==> config.mk <==
export PLATFORM = sky130hd
export DESIGN_NAME = lsu_stage
export DESIGN_NICKNAME = d
export VERILOG_FILES = /design/src/rtl/riscv_pkg.sv /design/src/rtl/lsu_load_align.sv /design/src/rtl/lsu_stage.sv
export SDC_FILE = /design/constraint.sdc
export NUM_CORES = 1
export LEC_CHECK = 0
export ABC_CLOCK_PERIOD_IN_PS = 3330
export BUFFER_PORTS_ARGS = -buffer_cell sky130_fd_sc_hd__buf_2
export CAP_MARGIN = 30
export CORE_MARGIN = 2
export CORE_UTILIZATION = 54
export DETAILED_ROUTE_END_ITERATION = 10
export GPL_ROUTABILITY_DRIVEN = 0
export PLACE_DENSITY = 0.85
export SYNTH_ARGS = -nofsm -noshare
export SYNTH_HDL_FRONTEND = slang
export SYNTH_HIERARCHICAL = 1
export SYNTH_SLANG_ARGS = --single-unit
==> constraint.sdc <==
create_clock -name clock -period 3.33 [get_ports clock]
set_input_delay 0.666 -clock clock [delete_from_list [all_inputs] [get_ports clock]]
set_output_delay 0.666 -clock clock [all_outputs]
set_load 0.005 [all_outputs]
==> src/rtl/riscv_pkg.sv <==
// Shared RV32I load/store definitions: funct3 codes, LSU FSM encoding,
// byte-lane strobe constants and small decode helpers.
package riscv_pkg;

    localparam logic [2:0] F3_B  = 3'd0;
    localparam logic [2:0] F3_H  = 3'd1;
    localparam logic [2:0] F3_W  = 3'd2;
    localparam logic [2:0] F3_BU = 3'd4;
    localparam logic [2:0] F3_HU = 3'd5;

    localparam logic [3:0] STRB_NONE = 4'b0000;
    localparam logic [3:0] STRB_BYTE = 4'b0001;
    localparam logic [3:0] STRB_HALF = 4'b0011;
    localparam logic [3:0] STRB_WORD = 4'b1111;

    typedef enum logic [1:0] {
        ST_IDLE   = 2'd0,
        ST_ACCESS = 2'd1,
        ST_WB     = 2'd2
    } lsu_state_t;

    function automatic logic funct3_legal(input logic load, input logic [2:0] f3);
        logic ok;
        ok = 1'b0;
        if (load)
            ok = (f3 == F3_B) || (f3 == F3_H) || (f3 == F3_W) || (f3 == F3_BU) || (f3 == F3_HU);
        else
            ok = (f3 == F3_B) || (f3 == F3_H) || (f3 == F3_W);
        return ok;
    endfunction

    // Bit 1:0 of funct3 give the access size for both signed and unsigned forms.
    function automatic logic addr_misaligned(input logic [2:0] f3, input logic [1:0] a);
        logic mis;
        mis = 1'b0;
        case (f3[1:0])
            2'b01:   mis = a[0];
            2'b10:   mis = (a != 2'b00);
            default: mis = 1'b0;
        endcase
        return mis;
    endfunction

    function automatic logic [3:0] store_strobe(input logic [2:0] f3, input logic [1:0] a);
        logic [3:0] s;
        s = STRB_NONE;
        case (f3)
            F3_B:    s = STRB_BYTE << a;
            F3_H:    s = STRB_HALF << {a[1], 1'b0};
            F3_W:    s = STRB_WORD;
            default: s = STRB_NONE;
        endcase
        return s;
    endfunction

    function automatic logic [31:0] store_lanes(input logic [2:0] f3, input logic [31:0] d);
        logic [31:0] w;
        w = d;
        case (f3)
            F3_B:    w = {4{d[7:0]}};
            F3_H:    w = {2{d[15:0]}};
            default: w = d;
        endcase
        return w;
    endfunction

endpackage

==> src/rtl/lsu_load_align.sv <==
// Selects the addressed byte/half from a read word and sign- or zero-extends
// it according to the load funct3.
module lsu_load_align
    import riscv_pkg::*;
(
    input  logic [31:0] rdata,
    input  logic [1:0]  addr,
    input  logic [2:0]  funct3,
    output logic [31:0] val
);

    logic [7:0]  byte_sel;
    logic [15:0] half_sel;

    always_comb begin
        byte_sel = rdata[7:0];
        case (addr)
            2'd0:    byte_sel = rdata[7:0];
            2'd1:    byte_sel = rdata[15:8];
            2'd2:    byte_sel = rdata[23:16];
            default: byte_sel = rdata[31:24];
        endcase
        half_sel = addr[1] ? rdata[31:16] : rdata[15:0];
    end

    always_comb begin
        val = 32'd0;
        case (funct3)
            F3_B:    val = {{24{byte_sel[7]}}, byte_sel};
            F3_H:    val = {{16{half_sel[15]}}, half_sel};
            F3_W:    val = rdata;
            F3_BU:   val = {24'd0, byte_sel};
            F3_HU:   val = {16'd0, half_sel};
            default: val = 32'd0;
        endcase
    end

endmodule

==> src/rtl/lsu_stage.sv <==
// RV32I load/store stage: one outstanding access, IDLE -> ACCESS -> WB FSM.
// Define LSU_MISALIGN_TRAP_EN to reject misaligned accesses with a misalign pulse.
module lsu_stage
    import riscv_pkg::*;
#(
    parameter int ADDR_W = 32
) (
    input  logic              clock,
    input  logic              reset,
    input  logic              req_valid,
    output logic              req_ready,
    input  logic              req_load,
    input  logic [2:0]        req_funct3,
    input  logic [ADDR_W-1:0] req_addr,
    input  logic [31:0]       req_wdata,
    input  logic [4:0]        req_rd,
    output logic              dmem_req,
    output logic              dmem_we,
    output logic [ADDR_W-1:0] dmem_addr,
    output logic [31:0]       dmem_wdata,
    output logic [3:0]        dmem_wstrb,
    input  logic              dmem_ack,
    input  logic [31:0]       dmem_rdata,
    output logic [4:0]        wb_rd_addr,
    output logic [31:0]       wb_w_val,
    output logic              misalign
);

    lsu_state_t state, state_next;

    logic [ADDR_W-1:0] addr_reg;
    logic [2:0]        funct3_reg;
    logic [4:0]        rd_reg;
    logic              load_reg;
    logic [31:0]       wdata_reg;
    logic [3:0]        wstrb_reg;
    logic [31:0]       rdata_reg;
    logic [31:0]       load_val;
    logic              handshake;
    logic              req_ok;

    assign handshake = req_valid && req_ready;

`ifdef LSU_MISALIGN_TRAP_EN
    logic trap_mis;
    logic misalign_reg;

    assign trap_mis = funct3_legal(req_load, req_funct3) &&
                      addr_misaligned(req_funct3, req_addr[1:0]);
    assign req_ok   = funct3_legal(req_load, req_funct3) && !trap_mis;
    assign misalign = misalign_reg;

    always_ff @(posedge clock) begin
        if (reset)
            misalign_reg <= 1'b0;
        else
            misalign_reg <= handshake && trap_mis;
    end
`else
    assign req_ok   = funct3_legal(req_load, req_funct3);
    assign misalign = 1'b0;
`endif

    // Rejected requests are consumed in IDLE and never reach ACCESS.
    always_ff @(posedge clock) begin
        if (reset)
            state <= ST_IDLE;
        else
            state <= state_next;
    end

    always_comb begin
        state_next = state;
        case (state)
            ST_IDLE:   if (handshake && req_ok) state_next = ST_ACCESS;
            ST_ACCESS: if (dmem_ack) state_next = load_reg ? ST_WB : ST_IDLE;
            ST_WB:     state_next = ST_IDLE;
            default:   state_next = ST_IDLE;
        endcase
    end

    always_ff @(posedge clock) begin
        if (reset) begin
            addr_reg   <= '0;
            funct3_reg <= 3'd0;
            rd_reg     <= 5'd0;
            load_reg   <= 1'b0;
            wdata_reg  <= 32'd0;
            wstrb_reg  <= STRB_NONE;
            rdata_reg  <= 32'd0;
        end else begin
            if (handshake && req_ok) begin
                addr_reg   <= req_addr;
                funct3_reg <= req_funct3;
                rd_reg     <= req_rd;
                load_reg   <= req_load;
                wdata_reg  <= req_load ? 32'd0 : store_lanes(req_funct3, req_wdata);
                wstrb_reg  <= req_load ? STRB_NONE : store_strobe(req_funct3, req_addr[1:0]);
            end
            if (state == ST_ACCESS && dmem_ack && load_reg)
                rdata_reg <= dmem_rdata;
        end
    end

    lsu_load_align u_align (
        .rdata  (rdata_reg),
        .addr   (addr_reg[1:0]),
        .funct3 (funct3_reg),
        .val    (load_val)
    );

    // The register file writes every cycle, so writeback fields are zero outside WB.
    always_comb begin
        req_ready  = (state == ST_IDLE);
        dmem_req   = (state == ST_ACCESS);
        dmem_we    = (state == ST_ACCESS) && !load_reg;
        dmem_wstrb = dmem_we ? wstrb_reg : STRB_NONE;
        dmem_addr  = {addr_reg[ADDR_W-1:2], 2'b00};
        dmem_wdata = wdata_reg;
        wb_rd_addr = (state == ST_WB) ? rd_reg : 5'd0;
        wb_w_val   = (state == ST_WB) ? load_val : 32'd0;
    end

endmodule

==> results.toml <==
[hold_path]
worstHoldPathCells = 2
hold-path-endpoint = "rd_reg[0]"
hold_start = "rd_reg[0]"
hp-class = "reg2reg"

[setup_path]
crit_arrival_ns = 2.29
rr_startpoint = "state[1]"
reg2reg_depth = 3
endpoint_kind = "output pin"
rrSetupSlack_ns = 1.48
cp.required_ns = 2.66
r2r_end = "dmem_wdata[20]"
crit_fanout = 25
crit_type = "reg2out"
startpoint_type = "flip-flop"

[synth]
ys_ff_latch = 111
syn_inst = 682
yosysWarnings = 6
synth_edf_count = 0
syn_avg_cell_area_um2 = 9.17
ys_seq_area_share_pct = 35.5
yosysUniqueCellTypes = 53
synth_ff_type = "dfxtp_1"
synthArstFlopShare_pct = 0
syn_area_mm2 = 0.00626

[floorplan]
rows = 39
start_util_pct = 55.0
io_pins = 218
die_h_um = 112
floorplan.die_area_mm2 = 0.0125
die_w_um = 112
core_region_area_mm2 = 0.0114

[placement]
pre_cts_ws_ns = 0.773
placed_cell_area_mm2 = 0.00707
portBuffers = 214
hpwl_um = 11400

[global_route]
gr-usage-met2_pct = 41.7
grt_usage_pct = 24.7
overflow = 0
grt_max_degree = 73
grt_pass1_wl_um = 25300
grt_use_met3_pct = 6.31
grt_pass1_vias = 5087
top_usage_layer = "met2"
antenna_found_initial = 0
grtUsageMet1_pct = 31.4

[clock_tree]
ctsResizeCount = 0
clk_path_buf_depth = 2
root_buffer = "clkbuf_16"
numCtsBuffers = 9
cts_hold_buf = 0
clkSinkCount = 111
clock_latency_ns = 0.33
h-tree-depth = 3
cts_tree = "done"
postCtsSetupRepairBufs = 0
clkSlewWorstSetupHoldPaths_ns = 0.07

[cells_and_area]
drive_above_1_share_pct = 36.4
final_common_cell = "buf_2"
fillers = 952
design_area_mm2 = 0.00738
synthToLayoutAreaGrowth_pct = 17.9
finalNetCount = 942
diodes = 0
mostFrequentLayoutCells = "buf_2 (214), dfxtp_1 (111), nand2b_1 (80)"

[detailed_routing]
drt-initial-drc-count = 426
routed_wl_um = 15800
ant_nets = 0
vias = 5393
drcViolationCount = 0
drt-wirelength-per-cell_um = 16.1
first_pass_iters = 6
via_per_inst = 5.50

[power_and_ir_drop]
vdd_ir_drop_max_mv = 0.219
p_per_area_mw_per_mm2 = 390
p_total_mw = 2.88
p_leak_nw = 3.27

[sta]
min_period_ns = 2.95
max-slew-margin-rel_pct = 54.5
min_period_over_period_pct = 88.6
finalMaxSlewViolations = 0
hold_violations = 0
fin_tns_setup_ns = 0
whs_ns = 0.467
rsz0062_at_grt = "false"
worst_slack_ns = 0.378
tightest_slew_ns = 0.680
setup_viol = 0
fmax_mhz = 339
finalClockSkew_ns = 0.00573

[status]
status = "completed"

[job]
max_cap_viol_count = 0
[routing by layer]
metal / part of all wire (%) / wire length, µm
met3: 8.5 / 1350
met4: 1.2 / 190
met2: 48 / 7590
met1: 42 / 6650
met5: 0 / 0
[critical path: stages, from the launching register on]
cell,delay [ns]
dfxtp_1,0.49
mux2_2,0.41
a22oi_4,0.57
o221ai_1,0.20
and2_1,0.16
buf_2,0.12
[cell type report]
| cell class | count | area (µm²) | share of cell area (%) |
|---|---|---|---|
| multi-input cells | 479 | 3460 | 46.9 |
| flip-flops and latches | 111 | 2220 | 30.1 |
| repair buffers | 228 | 1190 | 16.1 |
| clock buffers | 12 | 256 | 3.48 |
| well taps | 143 | 179 | 2.43 |
| clock inverters | 4 | 52.6 | 0.712 |
| inverters | 4 | 15.0 | 0.204 |
[cell usage after synthesis, types with 2 or more instances]
cell type  instances  area share [%]
dfxtp_1          111              36
nand2b_1          80             8.0
nand2_1           66             4.0
mux2i_1           60             9.6
a21oi_1           52             4.2
and2_1            41             4.1
buf_4             39             4.7
a22o_1            26             3.6
clkbuf_1          22             1.3
a22oi_1           19             2.3
buf_2             19             1.5
a211oi_1          16             1.9
nor2_1            16            0.96
or2_2             16             1.6
mux2_2            11             2.0
o2bb2ai_2         10             2.4
nor2b_1            9            0.90
a211oi_2           8             1.6
a221o_1            5            0.80
buf_1              4            0.24
inv_1              4            0.24
mux4_2             4             1.4
o21ai_0            4            0.32
buf_12             3            0.96
buf_6              3            0.54
o31ai_1            3            0.36
a31oi_1            2            0.20
a32oi_1            2            0.28
and2b_2            2            0.28
o22ai_1            2            0.20
[per-stage QoR]
| stage | std cells | util (%) |
|---|---|---|
| detailed placement | 965 | 62.2 |
| global placement | 965 | 62.2 |
| CTS | 981 | 64.9 |
| floorplan | 684 | - |
| global route | 981 | 64.9 |
| finish | 981 | 64.9 |
[how the worst max path moves through the flow]
stage,startpoint,to,cells past startpoint
6_report,addr_reg[0],wb_w_val[7],5
5_1_grt,addr_reg[1],wb_w_val[7],5
4_1_cts,addr_reg[1],wb_w_val[29],5
3_5_place_dp,addr_reg[1],wb_w_val[29],5
3_3_place_gp,addr_reg[0],wb_w_val[7],5
2_1_floorplan,addr_reg[0],wb_w_val[4],4
[report_power, final]
part | total, mW | internal [mW] | switching [mW]
combinational | 0.374 | 0.179 | 0.195
clock | 1.10 | 0.628 | 0.467
sequential | 1.41 | 1.37 | 0.0349
total | 2.88 | 2.18 | 0.697
[cells by family after synthesis]
family          Yosys count  share of synthesized area, %
simple gates            242                          21.6
compound gates          157                          19.7
flops                   111                          35.5
buf+inv                  94                          9.50
mux                      77                          13.7
other cells               1                        0.0599
No activity file was read; power rests on OpenSTA's default activity.
